**src/rtl/ex_muldiv_seq.sv**
```systemverilog
// ex_muldiv_seq: iterative multiply/divide sequencer for the execute stage.
// One bit per cycle: shift-add multiply (MUL/MULHU) and restoring divide
// (DIVU/REMU). ID is stalled while RUN is active. The result is handed back
// as a single-cycle register-file writeback.
// Optional feature macro: MULDIV_DIV_EN compiles in the divider datapath.
// Without it, op 10/11 skips RUN, and its DONE cycle carries no writeback
// and a zero result.
module ex_muldiv_seq #(
  parameter int WORD = 32,
  parameter int W_RD = 5
) (
  input  logic            clk,
  input  logic            rst,
  input  logic            v_i,
  output logic            stall_o,
  input  logic [1:0]      op_i,
  input  logic [WORD-1:0] dest_i,
  input  logic [WORD-1:0] src_i,
  input  logic            wb_i,
  input  logic [W_RD-1:0] rd_num_i,
  output logic            wb_o,
  output logic [W_RD-1:0] rd_num_o,
  output logic [WORD-1:0] rd_data_o,
  output logic            busy_o
);

  localparam int CW = $clog2(WORD);
  localparam logic [1:0] S_IDLE = 2'd0;
  localparam logic [1:0] S_RUN  = 2'd1;
  localparam logic [1:0] S_DONE = 2'd2;

  logic [1:0]        state;
  logic [CW-1:0]     cnt;
  logic [1:0]        op_q;
  logic              wb_q;
  logic [W_RD-1:0]   rd_q;
  logic [WORD-1:0]   dest_q;
  logic [2*WORD-1:0] prod_q, prod_nx;
  logic [WORD:0]     psum;
  logic [WORD-1:0]   res;
  logic              accept;

  assign stall_o = (state == S_RUN);
  assign busy_o  = (state == S_RUN);
  assign accept  = v_i & ~stall_o;

  // Shift-add step: add the multiplicand into the upper half when the
  // multiplier LSB is set, keeping the carry, then shift the product right.
  always_comb begin
    psum    = {1'b0, prod_q[2*WORD-1:WORD]} + {1'b0, dest_q};
    prod_nx = prod_q[0] ? {psum, prod_q[WORD-1:1]} : {1'b0, prod_q[2*WORD-1:1]};
  end

`ifdef MULDIV_DIV_EN
  logic [WORD-1:0] rem_q, rem_nx, quo_q, quo_nx, dvs_q;
  logic [WORD:0]   rem_sh, rem_dif;

  // Restoring step: shift {rem, quo} left, trial-subtract the divisor and
  // keep the difference (setting the quotient bit) only when it is >= 0.
  // The remainder stays below the divisor, so WORD bits hold it.
  always_comb begin
    rem_sh  = {rem_q, quo_q[WORD-1]};
    rem_dif = rem_sh - {1'b0, dvs_q};
    rem_nx  = rem_dif[WORD] ? rem_sh[WORD-1:0] : rem_dif[WORD-1:0];
    quo_nx  = {quo_q[WORD-2:0], ~rem_dif[WORD]};
  end

  // Divider state: loaded on accept, stepped in RUN, cleared on reset.
  always_ff @(posedge clk or negedge rst) begin
    if (!rst) begin
      rem_q <= '0;
      quo_q <= '0;
      dvs_q <= '0;
    end else if (accept) begin
      rem_q <= '0;
      quo_q <= dest_i;
      dvs_q <= src_i;
    end else if (state == S_RUN) begin
      rem_q <= rem_nx;
      quo_q <= quo_nx;
    end
  end
`endif

  // Result select from the final-iteration values. Divide by zero is
  // forced explicitly, so the result does not depend on the iteration.
  always_comb begin
    res = '0;
    case (op_q)
      2'b00: res = prod_nx[WORD-1:0];
      2'b01: res = prod_nx[2*WORD-1:WORD];
`ifdef MULDIV_DIV_EN
      2'b10: res = (dvs_q == '0) ? '1 : quo_nx;
      2'b11: res = (dvs_q == '0) ? dest_q : rem_nx;
`endif
      default: res = '0;
    endcase
  end

  // Control FSM, operand latches, multiply state and registered writeback.
  always_ff @(posedge clk or negedge rst) begin
    if (!rst) begin
      state     <= S_IDLE;
      cnt       <= '0;
      op_q      <= '0;
      wb_q      <= 1'b0;
      rd_q      <= '0;
      dest_q    <= '0;
      prod_q    <= '0;
      wb_o      <= 1'b0;
      rd_num_o  <= '0;
      rd_data_o <= '0;
    end else begin
      wb_o <= 1'b0;
      case (state)
        S_IDLE, S_DONE: begin
          if (accept) begin
            op_q   <= op_i;
            wb_q   <= wb_i;
            rd_q   <= rd_num_i;
            dest_q <= dest_i;
            prod_q <= {{WORD{1'b0}}, src_i};
            cnt    <= CW'(WORD - 1);
`ifdef MULDIV_DIV_EN
            state  <= S_RUN;
`else
            // No divider: a divide op goes straight to an empty DONE.
            if (op_i[1]) begin
              state     <= S_DONE;
              rd_num_o  <= rd_num_i;
              rd_data_o <= '0;
            end else begin
              state <= S_RUN;
            end
`endif
          end else begin
            state <= S_IDLE;
          end
        end
        S_RUN: begin
          prod_q <= prod_nx;
          cnt    <= cnt - CW'(1);
          if (cnt == '0) begin
            state     <= S_DONE;
            wb_o      <= wb_q;
            rd_num_o  <= rd_q;
            rd_data_o <= res;
          end
        end
        default: state <= S_IDLE;
      endcase
    end
  end

endmodule
```
**config.mk**
```make
export PLATFORM = sky130hd
export DESIGN_NAME = ex_muldiv_seq
export DESIGN_NICKNAME = d
export VERILOG_FILES = /design/src/rtl/ex_muldiv_seq.sv
export SDC_FILE = /design/constraint.sdc
export NUM_CORES = 1
export LEC_CHECK = 0
export CORE_UTILIZATION = 61
export CTS_BUF_LIST = sky130_fd_sc_hd__clkbuf_2
export CTS_CLUSTER_DIAMETER = 60
export DETAILED_ROUTE_END_ITERATION = 6
export PLACE_DENSITY = 0.88
export SYNTH_ARGS = -nofsm -noshare
export SYNTH_HDL_FRONTEND = slang
export SYNTH_SLANG_ARGS = --single-unit
```
**constraint.sdc**
```tcl
create_clock -name clk -period 4.8 [get_ports clk]
set_input_delay 0.96 -clock clk [delete_from_list [all_inputs] [get_ports clk]]
set_output_delay 0.96 -clock clk [all_outputs]
set_load 0.02 [all_outputs]
```
==> impl_metrics.tcl, run 1 <==
set metrics [dict create \
    status "finished clean" \
    cts_sinks 149 \
    fp-row-count 42 \
    antenna_left 0 \
    cp_max_fo 26 \
    start_util_pct 62.5 \
    area.growth.synth_to_final_pct 17.4 \
    fin_nets 1139 \
    ff2ff_path_depth 11 \
    gp_congestion 0.975 \
    drc 0 \
    clock_path_buffers 2 \
    min_period_over_period_pct 71.5 \
    crit_path_top_delay_cell "clkdlybuf4s50_1" \
    dieArea_um2 14000 \
    path_delay_family "buffers and inverters" \
    crit_start "state[0]" \
    synth_most_common_cell "nand2_1" \
    antenna_found_initial 0 \
    timing.final.hold_violations 0 \
    p_per_area_nw_per_um2 669 \
    die_h_um 118 \
    power_leakage_nw 4.50 \
    ys_seq_area_share_pct 45.2 \
    synth_top_area_share_pct 45.2 \
    relSlewSlack_pct 25.1 \
    dr.pass1.iters 7 \
    grt_pass1_wl_um 35200 \
    grt_max_degree 82 \
    synth_cells 944 \
    pin_count 115 \
    syn-cell-area_um2 8240 \
    root_buffer "clkbuf_2" \
    fin_skew_ns 0.0347 \
    detailed_place_hpwl_um 15100 \
    wl_per_cell_um 17.7 \
    grt_overflow_total 0 \
    finalSetupViolations 0 \
    cp-end-kind "primary output" \
    hp-class "input pin to async pin" \
    synth_flop_cell "dfrtp_1" \
    ys_async_sr_fraction_pct 100 \
    synth_top_area_cell "dfrtp_1" \
    cts_setup_buffers 0 \
    fmax_mhz 291 \
    arrival_ns 2.47 \
    syn_avg_cell_area_um2 8.73 \
    port-buffer-count 114 \
    synth_cell_types 63 \
    routed_wl_um 21500 \
    maxSlewViolCount 0 \
    nFillCells 991 \
    fin_cells 1218 \
    hold_ws_ns 0.186 \
    viasPerCell 6.04 \
    vias 7358 \
    first_global_vias 7080 \
    synthTopCellsByArea "dfrtp_1 45%, nand2_1 12%, ha_1 5.2%" \
    first_iter_violations 676 \
    cts_resized 0 \
    worst-setup-path-type "register to primary output" \
    worstPathRequired_ns 3.84 \
    startpoint_type "register" \
    layout_min_cycle_time_ns 3.43 \
    h-tree-depth 4 \
    dp_cells 1186 \
    drv_cap 0 \
    clk_latency_ns 0.75 \
    core_area_um2 13200 \
    path_cells "nand2b_1 > inv_2 > clkdlybuf4s50_1" \
    holdBufCountCts 0 \
    fp.dieW_um 118 \
    crit_cells 3 \
    slowest_delay_ns 0.73 \
    worst_slew_pin_slew_ns 1.12 \
    clk_pin_slew_worst_paths_ns 0.22 \
    peakVddDrop_uv 352 \
    drive_gt1_share_pct 5.76 \
    cp.buffers_inverters 2 \
    cts_tree "built" \
    rsz0062_at_grt "false" \
    diodes 0 \
    synth_common_cells "263 x nand2_1, 149 x dfrtp_1, 69 x a21oi_1, 63 x o21ai_0, 46 x clkbuf_1" \
    ys_ff_latch 149 \
    rr_startpoint "prod_q[32]" \
    cts_made_buffers 17 \
    r2r_slack_ns 1.75 \
    synth_edf_count 0 \
    fin_setup_tns_ns 0 \
    grt_use_total_pct 32.1 \
    synth_nets 1054 \
    ys_warn_count 0 \
]
layout by cell type, fill, tap and decap left out, types with 19 or more instances in the layout:
master and instances:
nand2_1 263, ha_1 34, clkbuf_2 19, mux2i_1 23, nor2_1 33, clkdlybuf4s50_1 113, a21oi_1 69, a22oi_1 32
dfrtp_1 149, o21ai_0 63
cells by family (layout without fill, tap and decap cells):
| family | after synthesis | after routing | synth area share (%) |
|---|---|---|---|
| buffers and inverters | 77 | 175 | 3.63 |
| adders and majority gates | 35 | 35 | 5.40 |
| and+or+nand+nor | 363 | 363 | 18.3 |
| xor gates and xnor gates | 24 | 24 | 2.55 |
| DFF | 149 | 149 | 45.2 |
| muxes | 25 | 25 | 3.07 |
| AOI/OAI and AO/OA | 271 | 271 | 21.8 |
state kept, by name (all words and copies together) (netlist names):
register,count
rd_data_o,32
wb_o,1
rd_num_o,5
rd_q,5
state,2
prod_q,64
cnt,5
op_q,2
dest_q,32
wb_q,1
stage by stage:
stage / cell area (um2) / setup WS, ns / utilization, % / power, mW
2_1_floorplan: 8240 / 2.13 / - / 4.75
3_3_place_gp: 9470 / 1.75 / 71.8 / 5.67
3_5_place_dp: 9470 / 1.72 / 71.8 / 5.77
4_1_cts: 9680 / 1.36 / 73.4 / 6.43
5_1_grt: 9680 / 1.25 / 73.4 / 6.97
6_report: 9680 / 1.37 / 73.4 / 6.47
cell type report:
class                   instances  area [um2]  share of cell area, %
clock inverters                13         109                   1.12
repair buffers                125        1220                   12.7
flip-flops and latches        149        3730                   38.5
multi-input cells             718        4230                   43.7
inverters                      18        67.6                  0.698
clock buffers                  19        95.1                  0.983
well taps                     176         220                   2.28
final timing paths:
kind                              endpoint
worst max-delay path               stall_o
max in group asynchronous       prod_q[42]
worst min register to register        wb_q
worst min-delay path            dest_q[31]
worst max register to register  prod_q[63]
min in group clk                      wb_q
per-layer routing:
metal  GRT usage, %  up-vias  wire, um
met5              0        -         0
met4           15.3        0       940
met3           5.84       69      1300
met2           53.2      306     10600
met1           40.6     3476      8730
li1               -     3507         -
power breakdown:
group	switching (mW)	leakage (nW)	internal (mW)	total (mW)
Sequential	0.373	1.89	1.71	2.09
Clock	0.471	0.123	0.188	0.659
Combinational	2.34	2.49	1.38	3.73
Power figures use the tool's default switching activity.
==> run 2, diff against run 1 <==
--- a/config.mk
+++ b/config.mk
@@ -5,11 +5,11 @@
 export SDC_FILE = /design/constraint.sdc
 export NUM_CORES = 1
 export LEC_CHECK = 0
-export CORE_UTILIZATION = 61
+export CORE_UTILIZATION = 57
 export CTS_BUF_LIST = sky130_fd_sc_hd__clkbuf_2
 export CTS_CLUSTER_DIAMETER = 60
 export DETAILED_ROUTE_END_ITERATION = 6
-export PLACE_DENSITY = 0.88
+export PLACE_DENSITY = 0.83
 export SYNTH_ARGS = -nofsm -noshare
 export SYNTH_HDL_FRONTEND = slang
 export SYNTH_SLANG_ARGS = --single-unit
==> constraint.sdc (replaced) <==
create_clock -name clk -period 3.2 [get_ports clk]
set_input_delay 0.64 -clock clk [delete_from_list [all_inputs] [get_ports clk]]
set_output_delay 0.64 -clock clk [all_outputs]
set_load 0.02 [all_outputs]
==> run 2 against run 1 <==
Net effect:
- clock skew is 0.0042 ns lower
- count of clock-buffer cells in the layout is 2 lower
- critical path depth stayed put
- largest power group unchanged
- highest routed layer unchanged
==> impl_metrics.tcl, run 2 (synthesized netlist as in run 1, its figures left out) <==
set metrics [dict create \
    die_h_um 122 \
    core_area_um2 14000 \
    switching_share_pct 49.5 \
    p_per_area_nw_per_um2 1010 \
    maxSlewViolCount 0 \
    rsz0062_at_grt "false" \
    comb_power_share_pct 57.4 \
    finalInstanceArea_um2 9790 \
    fp-row-count 43 \
    status "finished clean" \
    mostFrequentLayoutCells "263 x nand2_1, 149 x dfrtp_1, 113 x clkdlybuf4s50_1" \
    fin_skew_ns 0.0305 \
    ff2ff_path_depth 11 \
    timing.rr.end "rd_data_o[29]" \
    crit_path_end "busy_o" \
    largest_register_ffs 64 \
    viasPerCell 6.09 \
    grt_pass1_wl_um 36500 \
    antenna_found_initial 0 \
    diodes 0 \
    cts_setup_buffers 0 \
    wl_per_cell_um 18.5 \
    arrival_ns 2.38 \
    cts_made_buffers 17 \
    clk_pin_slew_worst_paths_ns 0.24 \
    path_delay_family "buffers and inverters" \
    timing.final.hold_violations 0 \
    grt_overflow_total 0 \
    multiInputGateArea_um2 4230 \
    min_period_over_period_pct 94.5 \
    nFillCells 1128 \
    vias 7475 \
    layout_setup_ws_ns 0.177 \
    first_iter_violations 641 \
    dieArea_um2 14900 \
    clkPwrFrac_pct 10.7 \
    antenna_left 0 \
    cts_sinks 149 \
    drv_cap 0 \
    dr.pass1.iters 5 \
    placed_cell_area_um2 9550 \
    area.growth.synth_to_final_pct 18.7 \
    pin_count 115 \
    hp-start "dest_i[22]" \
    fmax_mhz 331 \
    detailed_place_hpwl_um 16100 \
    grt_max_degree 76 \
    power_leakage_nw 4.55 \
    fp.dieW_um 122 \
    power_frac_seq_pct 31.9 \
    holdBufCountCts 1 \
    fin_nets 1144 \
    dp_slack_ns 0.255 \
    cp_max_fo 25 \
    drc 0 \
    worst-setup-path-type "register to primary output" \
    crit_start "state[1]" \
    relSlewSlack_pct 38.9 \
    root_buffer "clkbuf_2" \
    worst_slew_pin_slew_ns 0.916 \
    hp-class "input pin to register" \
    crit_path_top_delay_cell "clkdlybuf4s50_1" \
    path_cells "nand2b_1 > inv_2 > clkdlybuf4s50_1" \
    worstPathRequired_ns 2.56 \
    crit_cells 3 \
    port-buffer-count 114 \
    regArea_um2 3730 \
    layout_min_cycle_time_ns 3.02 \
    peakVddDrop_uv 519 \
    p_sw_mw 4.90 \
    slowest_delay_ns 0.70 \
    r2r_slack_ns 0.24 \
    routed_wl_um 22700 \
    fin_setup_tns_ns 0 \
    finalSetupViolations 0 \
    gp_congestion 0.898 \
    cts_resized 0 \
    grt_use_total_pct 31.9 \
    layout_commonest_cell "nand2_1" \
    start_util_pct 58.9 \
    rr_startpoint "prod_q[32]" \
    drive_gt1_share_pct 6.30 \
    cts_tree "built" \
    clk_latency_ns 0.75 \
    reg_top3 "prod_q: 64 flops, dest_q: 32 flops, rd_data_o: 32 flops" \
    cp.buffers_inverters 2 \
    h-tree-depth 4 \
    startpoint_type "register" \
    first_global_vias 7534 \
    clock_path_buffers 2 \
    p_int_mw 5.00 \
    cp-end-kind "primary output" \
    regMostFlops "prod_q" \
]
==> run 2: cell count changes in the layout (fill, tap and decap cells not counted), moves of 2 or more <==
| cell | delta |
|---|---|
| clkinv_1 | -2 |
| inv_8 | +2 |
| inv_6 | +2 |
| clkbuf_2 | -2 |
| buf_12 | +3 |
==> run 2: worst reg2reg max path, stage by stage (launching register included) <==
cell       delay (ns)
dfrtp_1          0.42
ha_1             0.17
inv_1            0.05
fa_1             0.36
and2b_2          0.25
o2111ai_2        0.14
a2111oi_2        0.42
a211oi_2         0.14
o21ai_1          0.30
mux2i_1          0.29
a31oi_1          0.11
a22o_1           0.22
==> run 2: through the flow <==
step | std cells | utilization, % | hold slack, ns | power, mW
after floorplan | 944 | - | 0.344 | 7.12
after global placement | 1194 | 68.2 | 0.452 | 8.60
after detailed placement | 1194 | 68.2 | 0.466 | 8.78
after CTS | 1227 | 70.0 | 0.350 | 9.84
after global routing | 1227 | 70.0 | 0.332 | 10.6
final | 1227 | 70.0 | 0.381 | 9.90
==> run 2: per-layer routing <==
metal,vias up,track usage (%),wire length (um)
li1,3503,-,-
met1,3592,37.6,9300
met2,290,53.8,11000
met3,90,6.60,1200
met4,0,18.5,1230
met5,-,0,0
==> run 2: layout make-up <==
type	count	area share (%)
clock buffer	17	0.869
clock inverter	15	1.48
inverter	18	0.690
multi-input combinational	718	43.2
sequential	149	38.1
tap	180	2.30
timing repair buffer	130	13.3
==> run 2: power groups by stage <==
stage | logic, mW | clock network (mW) | registers, mW
after floorplan | 4.13 | 0 | 2.99
after global placement | 5.46 | 0 | 3.14
after detailed placement | 5.61 | 0 | 3.17
after CTS | 5.64 | 1.06 | 3.13
after global routing | 6.28 | 1.15 | 3.22
final | 5.69 | 1.06 | 3.15
==> run 2: how the worst min path moves through the flow <==
| stage | end | slack (ns) | depth (start not counted) |
|---|---|---|---|
| 4_1_cts | dest_q[31] | 0.35 | 3 |
| 2_1_floorplan | cnt[0] | 0.34 | 0 |
| 3_5_place_dp | wb_q | 0.47 | 2 |
| 5_1_grt | dest_q[24] | 0.33 | 3 |
| 3_3_place_gp | wb_q | 0.45 | 2 |
| 6_report | dest_q[22] | 0.38 | 3 |
==> RTL edit: new RTL, flow settings as in run 2 <==
The parameter `W_RD` goes from 5 to 10.
--- a/src/rtl/ex_muldiv_seq.sv
+++ b/src/rtl/ex_muldiv_seq.sv
@@ -7,7 +7,7 @@
 // and a zero result.
 module ex_muldiv_seq #(
   parameter int WORD = 32,
-  parameter int W_RD = 5
+  parameter int W_RD = 10
 ) (
   input  logic            clk,
   input  logic            rst,
Interface: changed (resized rd_num_i and rd_num_o); port bits go from 115 to 125. No check against the original RTL was run, so the function may have changed too.
==> RTL edit against run 2 <==
- register-to-register slack better by 0.12 ns
- synthesized area up 6.4%
- largest power group unchanged
- critical endpoint unchanged
- combinational power about the same
- worst setup slack better by 0.089 ns
- sequential cell count up 10
- cell area up 6.6%
- power up 4.0%
- the flow now finishes with violations (DRC)
- routed wire length up 5.0%
==> RTL edit: results (changes against run 2) <==
- final worst hold slack: 0.3717 ns, -0.008798 ns
- gate count of the mapped netlist: 1000, +5.9%
- final weighted congestion of routability-driven global placement: 0.9139, +1.8%
- switch share: 48.06%, -1.4 points
- register area share after synthesis: 45.38%, +0.15 points
- length of routed met3 wiring: 1411 um, +17%
- number of buffers added on ports: 124, +8.8%
- M1 WL: 9578 um, +3.0%
- number of fill cells: 1167, +3.5%
- violated checks: DRC
- maximum number of pins on one net before global-route repair: 78, +2.6%
- antenna violations before repair: 1, +1
- sequential power: 3360 uW, +6.7%
- path type of the worst min-delay path: in -> async
- outcome: finished with violations
- DP Worst Slack: 0.4199 ns, +0.1649 ns
- Lkg Pwr: 0.004958 uW, +9.0%
- drc violations: 2, +2
- worst clock skew on the final layout: 0.02778 ns, -0.002741 ns
- Iter 0 DRT Violations: 662, +3.3%
- routed vias/inst: 6.075, -0.28%
- total nets after synthesis: 1115, +5.8%
- peak ir drop on the vdd network: 0.6395 mV, +23%
- overall routed net length: 23840 um, +5.0%
- net load switching power: 4945 uW, +0.98%
- worst endpoint data arrival time: 2.29 ns, -0.09 ns
- metal2 WL: 12030 um, +9.6%
- post-detail-place hpwl: 17090 um, +6.4%
## RTL edit: changes by cell type after synthesis, moves of 4 or more
cell and change:
sky130_fd_sc_hd__a21o_1 +8, sky130_fd_sc_hd__a21oi_1 -11, sky130_fd_sc_hd__clkbuf_1 +6, sky130_fd_sc_hd__dfrtp_1 +10
sky130_fd_sc_hd__nand2_1 +17, sky130_fd_sc_hd__nand2b_1 +4, sky130_fd_sc_hd__nand3_1 +9, sky130_fd_sc_hd__nand4_1 +4
sky130_fd_sc_hd__o211ai_1 -4, sky130_fd_sc_hd__o21ai_0 -4, sky130_fd_sc_hd__o21ai_1 +11, sky130_fd_sc_hd__o21bai_1 -7
sky130_fd_sc_hd__o311a_1 +4, sky130_fd_sc_hd__xnor2_1 -6
## RTL edit: per-layer routing
metal	global-route usage, %	up-vias
met1	38.84	3782
li1	-	3721
met5	0	-
met3	5.140	59
met2	54.08	299
met4	12.69	0
## RTL edit: logic make-up after synthesis
family | Yosys count | synth area share [%]
flops | 159 | 45.38
buf+inv | 80 | 3.668
compound gates | 277 | 21.14
fa+ha+maj | 35 | 5.081
mux | 26 | 2.983
xor+xnor | 19 | 1.898
simple gates | 404 | 19.85
## RTL edit: layout make-up
class                           instances  area, um2  area share (%)
Tap cell                              184      230.2           2.206
Inverter                               15      56.30          0.5396
Antenna cell                            1      2.502         0.02398
Timing Repair Buffer                  143       1413           13.54
Sequential cell                       159       3979           38.13
Multi-Input combinational cell        761       4486           42.99
Clock buffer                           17      85.08          0.8153
Clock inverter                         14      183.9           1.763
## RTL edit: metrics by stage
step           cell area, um2  utilization [%]
2_1_floorplan            8767                -
3_3_place_gp            10150            68.82
3_5_place_dp            10150            68.82
4_1_cts                 10430            70.71
5_1_grt                 10440            70.73
6_report                10440            70.73
## RTL edit: repair_timing
| item | CTS | global route |
|---|---|---|
| endpoints found under the setup margin | 0 | 0 |
| hold buffers | 1 | 0 |
| hold endpoints to repair | 54 | 0 |
## RTL edit: worst max-delay path by stage
stage | cells after the start | to | slack, ns | start
6_report | 3 | busy_o | 0.27 | state[1]
4_1_cts | 3 | busy_o | 0.23 | state[1]
5_1_grt | 3 | busy_o | 0.16 | state[1]
3_5_place_dp | 11 | rd_data_o[13] | 0.42 | prod_q[32]
2_1_floorplan | 10 | rd_data_o[29] | 0.82 | prod_q[32]
3_3_place_gp | 10 | rd_data_o[24] | 0.55 | dest_q[12]
## RTL edit: critical path: stages (launching register included)
cell	delay (ns)
sky130_fd_sc_hd__dfrtp_1	0.42
sky130_fd_sc_hd__nand2b_1	0.18
sky130_fd_sc_hd__inv_2	0.27
sky130_fd_sc_hd__clkdlybuf4s50_1	0.67
